===== config.mk =====
export PLATFORM = sky130hd
export DESIGN_NAME = bus_arbiter
export DESIGN_NICKNAME = d
export VERILOG_FILES = /design/src/rtl/bus_arbiter.sv
export SDC_FILE = /design/constraint.sdc
export NUM_CORES = 1
export LEC_CHECK = 0
export BUFFER_PORTS_ARGS = -buffer_cell sky130_fd_sc_hd__buf_2
export CAP_MARGIN = 0
export CORE_UTILIZATION = 45
export DETAILED_ROUTE_END_ITERATION = 16
export PLACE_DENSITY = 0.78
export SYNTH_ARGS = -nofsm -noshare
export SYNTH_HDL_FRONTEND = slang
export SYNTH_SLANG_ARGS = --single-unit

===== constraint.sdc =====
create_clock -name clk -period 2.15 [get_ports clk]
set_clock_uncertainty 0.2 [all_clocks]
set_input_delay 0.215 -clock clk [delete_from_list [all_inputs] [get_ports clk]]
set_output_delay 0.215 -clock clk [all_outputs]
set_load 0.02 [all_outputs]

===== src/rtl/bus_arbiter.sv =====
// Round-robin arbiter that shares the single mapper memory bus between NM masters.
// Define ARB_TIMEOUT_EN to abort a stalled WAIT after TIMEOUT_CYC cycles with an error.
module bus_arbiter #(
  parameter int NM          = 2,
  parameter int TIMEOUT_CYC = 1024
) (
  input  logic            clk,
  input  logic            rst_n,
  input  logic [NM-1:0]    m_req,
  input  logic [NM-1:0]    m_we,
  input  logic [NM*32-1:0] m_a,
  input  logic [NM*32-1:0] m_d,
  output logic [NM-1:0]    m_ack,
  output logic [NM-1:0]    m_err,
  output logic [31:0]      m_rdata,
  output logic [31:0]      bus_a,
  output logic [31:0]      bus_d,
  output logic             bus_we,
  output logic             bus_rd,
  input  logic [31:0]      bus_spo,
  input  logic             bus_ready,
  input  logic             bus_irq,
  output logic             busy
);

  localparam int PW = (NM > 2) ? 2 : 1;

  // Parameter range guard: an out-of-range build elaborates this empty marker block.
  if (NM < 2 || NM > 4 || TIMEOUT_CYC < 2) begin : g_bad_params
  end

  typedef enum logic [1:0] {IDLE, ISSUE, WAIT} state_t;

  state_t        state;
  logic [PW-1:0] ptr;
  logic [PW-1:0] gnt;
  logic [PW-1:0] sel;
  logic          sel_vld;
  logic [PW:0]   idx;

`ifdef ARB_TIMEOUT_EN
  localparam int CW = (TIMEOUT_CYC > 2) ? $clog2(TIMEOUT_CYC) : 1;
  logic [CW-1:0] tmo_cnt;
`endif

  // Scan downward so the requester closest to the pointer is the one that sticks.
  always_comb begin
    sel     = '0;
    sel_vld = 1'b0;
    idx     = '0;
    for (int k = NM - 1; k >= 0; k--) begin
      idx = {1'b0, ptr} + (PW + 1)'(k);
      if (idx >= (PW + 1)'(NM)) idx = idx - (PW + 1)'(NM);
      if (m_req[idx[PW-1:0]]) begin
        sel     = idx[PW-1:0];
        sel_vld = 1'b1;
      end
    end
  end

  always_ff @(posedge clk) begin
    if (!rst_n) begin
      state   <= IDLE;
      ptr     <= '0;
      gnt     <= '0;
      bus_a   <= '0;
      bus_d   <= '0;
      bus_we  <= 1'b0;
      bus_rd  <= 1'b0;
      m_ack   <= '0;
      m_err   <= '0;
      m_rdata <= '0;
      busy    <= 1'b0;
`ifdef ARB_TIMEOUT_EN
      tmo_cnt <= '0;
`endif
    end else begin
      m_ack <= '0;
      m_err <= '0;
      case (state)
        IDLE: begin
          if (sel_vld) begin
            gnt    <= sel;
            bus_a  <= m_a[{sel, 5'd0} +: 32];
            bus_d  <= m_d[{sel, 5'd0} +: 32];
            bus_we <= m_we[sel];
            bus_rd <= ~m_we[sel];
            busy   <= 1'b1;
            state  <= ISSUE;
          end
        end
        ISSUE: begin
          bus_we <= 1'b0;
          bus_rd <= 1'b0;
`ifdef ARB_TIMEOUT_EN
          tmo_cnt <= '0;
`endif
          state  <= WAIT;
        end
        WAIT: begin
          if (bus_ready) begin
            m_rdata    <= bus_spo;
            m_ack[gnt] <= 1'b1;
            m_err[gnt] <= bus_irq;
            ptr        <= (gnt == PW'(NM - 1)) ? '0 : gnt + 1'b1;
            busy       <= 1'b0;
            state      <= IDLE;
`ifdef ARB_TIMEOUT_EN
          end else if (tmo_cnt == CW'(TIMEOUT_CYC - 1)) begin
            m_rdata    <= '0;
            m_ack[gnt] <= 1'b1;
            m_err[gnt] <= 1'b1;
            ptr        <= (gnt == PW'(NM - 1)) ? '0 : gnt + 1'b1;
            busy       <= 1'b0;
            state      <= IDLE;
          end else begin
            tmo_cnt <= tmo_cnt + 1'b1;
`endif
          end
        end
        default: state <= IDLE;
      endcase
    end
  end

endmodule

== Yosys cells after proc, flatten, opt, wreduce, memory -nomap -nowiden ==
Cells that the tools add are included.
W data, S select, Z words.

* Flip-flop bits (word level): 107
* Logic and storage cells: 65

* Add/sub/neg operators: 4
* Magnitude comparators: 7
* Eq/ne operators: 4
* Shift operators: 2
* Multiplexer cells: 25
* Bitwise gates (word level): 2
* Reductions and logical operators: 10

{| class="wikitable"
|+ Operator list
! operator !! count
|-
| $shiftx A64 B7 Y32 || 2
|-
| $mux W1 || 18
|-
| $lt A1 B2 Y1 const B || 4
|-
| $reduce_and A2 Y1 || 4
|-
| $pmux W1 S2 || 3
|-
| $pmux W2 S3 || 1
|-
| $reduce_and A3 Y1 || 2
|-
| $mux W2 || 2
|-
| $ne A2 B2 Y1 const B || 2
|-
| $reduce_bool A2 Y1 || 2
|-
| $add A1 B1 Y2 const B || 1
|-
| $and A2 B2 Y2 || 1
|-
| $eq A2 B1 Y1 const B || 1
|-
| $eq A2 B2 Y1 const B || 1
|-
| $ge A1 B2 Y1 const B || 1
|-
| $ge A2 B2 Y1 const B || 1
|-
| $logic_not A2 Y1 || 1
|-
| $sub A1 B1 Y1 const B || 2
|-
| $add A1 B1 Y1 const B || 1
|-
| $demux W1 S1 || 1
|-
| $ge A1 B1 Y1 const B || 1
|-
| $logic_and A1 B1 Y1 || 1
|-
| $not A1 Y1 || 1
|}

== Depth between registers and ports, before layout ==
* Word-level depth: 12
* Depth in mapped cells: 6

== Worst setup path after synthesis ==
OpenSTA, ideal clock, no wires.

* Path kind: register to register
* Start: reg state[1]
* End: reg bus_a[24]
* Library setup time: 122 ps
* Arrival: 1,198 ps
* Required time: 1,828 ps
* Setup slack: 630 ps
* Cell stages (with the launch flop): 6
* Buffers on the path: 2
* Period minus slack after synthesis: 1,520 ps
* Path through: dfxtp_1 -> nor2_4 -> o21ai_2 -> buf_2 -> buf_6 -> o311a_1

* Cells in the longest elaborated chain, start to end: 2

{| class="wikitable"
|+ Ends and longest elaborated chain
! what !! RTL line !! RTL
|-
| start: declaration || 34 || <nowiki>state_t state;</nowiki>
|-
| start signal: assignment || 63 || <nowiki>state <= IDLE;</nowiki>
|-
| start signal: assignment || 89 || <nowiki>state <= ISSUE;</nowiki>
|-
| start signal: assignment || 98 || <nowiki>state <= WAIT;</nowiki>
|-
| $logic_not A2 Y1 || 80 || <nowiki>case (state)</nowiki>
|-
| $reduce_and A2 Y1 (no source line) || -- ||
|-
| end signal: assignment || 84 || <nowiki>bus_a <= m_a[{sel, 5'd0} +: 32];</nowiki>
|-
| end: declaration || 16 || <nowiki>output logic [31:0] bus_a,</nowiki>
|}

Every way passes these cells.
A chain may end at the register's enable or synchronous reset.

== Worst setup path in the final report ==
* Start: reg ptr
* End: reg bus_we

* Cells in the longest elaborated chain, start to end: 11
* Elaborated cells on any way between the ends: 21

{| class="wikitable"
|+ Ends and longest elaborated chain
! what !! RTL line !! RTL
|-
| start: declaration || 35 || <nowiki>logic [PW-1:0] ptr;</nowiki>
|-
| start signal: assignment || 105 || <nowiki>ptr <= (gnt == PW'(NM - 1)) ? '0 : gnt + 1'b1;</nowiki>
|-
| $add A1 B1 Y2 || 52 || <nowiki>idx = {1'b0, ptr} + (PW + 1)'(k);</nowiki>
|-
| $ge A2 B2 Y1 / $sub A1 B1 Y1 (equally long branches) || 53 || <nowiki>if (idx >= (PW + 1)'(NM)) idx = idx - (PW + 1)'(NM);</nowiki>
|-
| $mux W1 || 53 ||
|-
| $mux W1 (not written as such) (2 in a row) || 54 || <nowiki>if (m_req[idx[PW-1:0]]) begin</nowiki>
|-
| $mux W1 (2 in a row) || 54 ||
|-
| $mux W1 (not written as such) (2 in a row) || 86 || <nowiki>bus_we <= m_we[sel];</nowiki>
|-
| $mux W1 || 82 || <nowiki>if (sel_vld) begin</nowiki>
|-
| $pmux W1 S2 || 80 ||
|-
| end signal: assignment || 86 ||
|-
| end: declaration || 18 || <nowiki>output logic bus_we,</nowiki>
|}

Several ways; a longest one is shown, not always the timed one. The select of a mux whose other input is x is not followed.

==> impl_metrics.toml <==
[routing]
drc = 0
routed_wl_um = 16400
dr.pass1.iters = 5
via_per_inst = 5.58
avgRoutedWirePerCell_um = 16.9
drt_iter0_markers = 329
drtAntennaViolNets = 0
vias = 5403

[floorplanning]
io_pins = 271
die_h_um = 109
die_area_mm2 = 0.0119
core_mm2 = 0.0110
fp-row-count = 38
die_w_um = 109
start_util_pct = 46.9

[power]
swShare_pct = 29.6
p_clk_share_pct = 33.2
p_int_mw = 3.79
power.total_mw = 5.39
p_sw_mw = 1.60
ir_worst_vdd_uv = 477
seqPwrFrac_pct = 41.8
power.density_mw_per_mm2 = 751
combPwrFrac_pct = 25.0
leakage_nw = 3.62

[cts]
cts_root_buf = "clkbuf_16"
clock_sinks = 107
clock_latency_ns = 0.35
cts_tree = "done"
clockBufferDepth = 2
clk_pin_slew_ns = 0.07
cts_setup_buffers = 0
htree_levels = 3
cts_inserted_buffers = 9

[synth]
yosysSeqAreaShare_pct = 41.6
syn_nets = 729
synthCells = 561
ys_warn_count = 0
netlist_area_mm2 = 0.00515
synth_cell_types = 31
synth_seq_cells = 107
postSynthAreaPerCell_um2 = 9.17

[cells_and_area]
layout-drive-gt1-share_pct = 36.8
mostFrequentLayoutCell = "buf_2"
final_util_pct = 65.3
fin_nets = 990
areaGrowthSynthToFinish_pct = 39.4
seqCellArea_mm2 = 0.00214
most-common-layout-cells = "buf_2, dfxtp_1, nand2_1, and3_1"
multi_input_area_mm2 = 0.00263
fillerInstances = 872

[timing]
rsz0062_at_grt = "false"
tns_ns = 0
worstMarginPinSlew_ns = 0.568
period_share_pct = 82.2
period_minus_slack_ns = 1.77
holdWs_ns = 0.0154
fmax_mhz = 566
setup_violations = 0
maxSlewViolCount = 0
hold_violations = 0
slew_headroom_pct = 62.1

[global_route]
grtUsageTotal_pct = 26.6
grt_overflow_total = 0
grt_pass1_wl_um = 24700
grt_pass1_vias = 5210
antenna_found_initial = 2
grt_max_degree = 73

[setup_path]
r2r_cells = 4
arrival_ns = 1.87
crit_required_ns = 2.25
crit_fanout = 18
setup.worst_path.start_class = "flip-flop"
end_kind = "flip-flop"
crit_type = "reg2reg"

[min_path]
hold_depth = 3
hold_class = "in2reg"

[flow_run]
maxCapViolCount = 0

[placed_design]
dpl.hpwl_um = 10700
io_buffer_count = 270
gp_congestion = 0.755

[status]
status = "finished clean"
critical path, stage by stage, from the launching register on:
cell and delay [ns]:
dfxtp_1 0.36, nand2b_4 0.26, nand4_1 0.16, a31oi_1 0.18, dlygate4sd3_1 0.55
per-stage QoR:
step	setup slack (ns)	instance area (um2)	instances
after floorplan	0.630	5150	561
after global placement	0.490	6490	915
after detailed placement	0.456	6490	915
after CTS	0.385	7170	967
after global routing	0.314	7170	968
final	0.383	7170	969
path summary, 6_finish.rpt:
| kind | startpoint | end | slack (ns) |
|---|---|---|---|
| worst max-delay path | ptr$_SDFFE_PN0P_ | bus_we$_SDFFE_PN0P_ | 0.38 |
| worst min-delay path | m_d[52] | bus_d[20]$_SDFFE_PN0P_ | 0.02 |
| worst max register to register | ptr$_SDFFE_PN0P_ | bus_we$_SDFFE_PN0P_ | 0.38 |
| worst min register to register | m_rdata[2]$_SDFFE_PN0P_ | m_rdata[2]$_SDFFE_PN0P_ | 0.25 |
cell type report:
| class | instances | area share, % |
|---|---|---|
| Antenna cell | 2 | 0.0698 |
| Tap cell | 140 | 2.44 |
| Clock buffer | 10 | 3.19 |
| Timing Repair Buffer | 318 | 26.5 |
| Clock inverter | 6 | 1.26 |
| Inverter | 1 | 0.0523 |
| Multi-Input combinational cell | 385 | 36.6 |
| Sequential cell | 107 | 29.9 |
power by group through the flow:
stage / combinational, mW / clock [mW] / sequential (mW)
after floorplan: 0.650 / 0 / 2.49
after global placement: 1.26 / 0 / 2.29
after detailed placement: 1.29 / 0 / 2.29
after CTS: 1.35 / 1.83 / 2.25
after global routing: 1.45 / 1.91 / 2.27
final: 1.35 / 1.79 / 2.25
metal layers:
layer  track usage (%)  vias up  wire length (um)
met5                 0        -                 0
met3              6.93       38              1280
li1                  -     2597                 -
met2              45.0      237              8080
met1              30.9     2531              6540
met4              13.3        0               481
registers in the layout, indices dropped and copies added (netlist names), 2 cells and up:
signal and cells:
m_err 2, bus_a 32, m_rdata 32, state 2, m_ack 2, bus_d 32
synth_stat cells:
| cell type | instances | area (um2) |
|---|---|---|
| and3b_1 | 2 | 17.5 |
| buf_1 | 4 | 15.0 |
| buf_2 | 18 | 90.1 |
| nand3_1 | 1 | 5.00 |
| nor2_4 | 1 | 11.3 |
| o311a_1 | 64 | 641 |
| clkbuf_1 | 30 | 113 |
| o21ai_0 | 2 | 10.0 |
| o21ai_2 | 1 | 8.76 |
| nor2_1 | 3 | 11.3 |
| nand3b_1 | 1 | 7.51 |
| or2_1 | 1 | 6.26 |
| and2_1 | 1 | 6.26 |
| dfxtp_1 | 107 | 2140 |
| nand4_1 | 2 | 12.5 |
| o21bai_1 | 64 | 480 |
| nor3b_1 | 1 | 7.51 |
| inv_1 | 1 | 3.75 |
| nand2_1 | 68 | 255 |
| o21ba_2 | 1 | 10.0 |
| nand2b_2 | 1 | 8.76 |
| a21oi_1 | 36 | 180 |
| buf_6 | 15 | 169 |
| and3_1 | 65 | 407 |
| buf_4 | 1 | 7.51 |
| a21boi_0 | 64 | 480 |
| nor3_1 | 1 | 5.00 |
| a31oi_1 | 1 | 6.26 |
| o211ai_1 | 1 | 7.51 |
| nand2b_1 | 2 | 12.5 |
| or3b_2 | 1 | 8.76 |
timing repair:
item                                    4_1_cts  5_1_grt
endpoints found under the setup margin        0        0
hold endpoints to repair                     36        0
resized for setup                             0        0
hold buffers                                 36        0
cells by family after synthesis:
kind of cell,Yosys count,share of synthesized area [%]
compound gates,234,35.4
buf+inv,69,7.73
flops,107,41.6
simple gates,151,15.2
(Power assumes the default switching activity.)
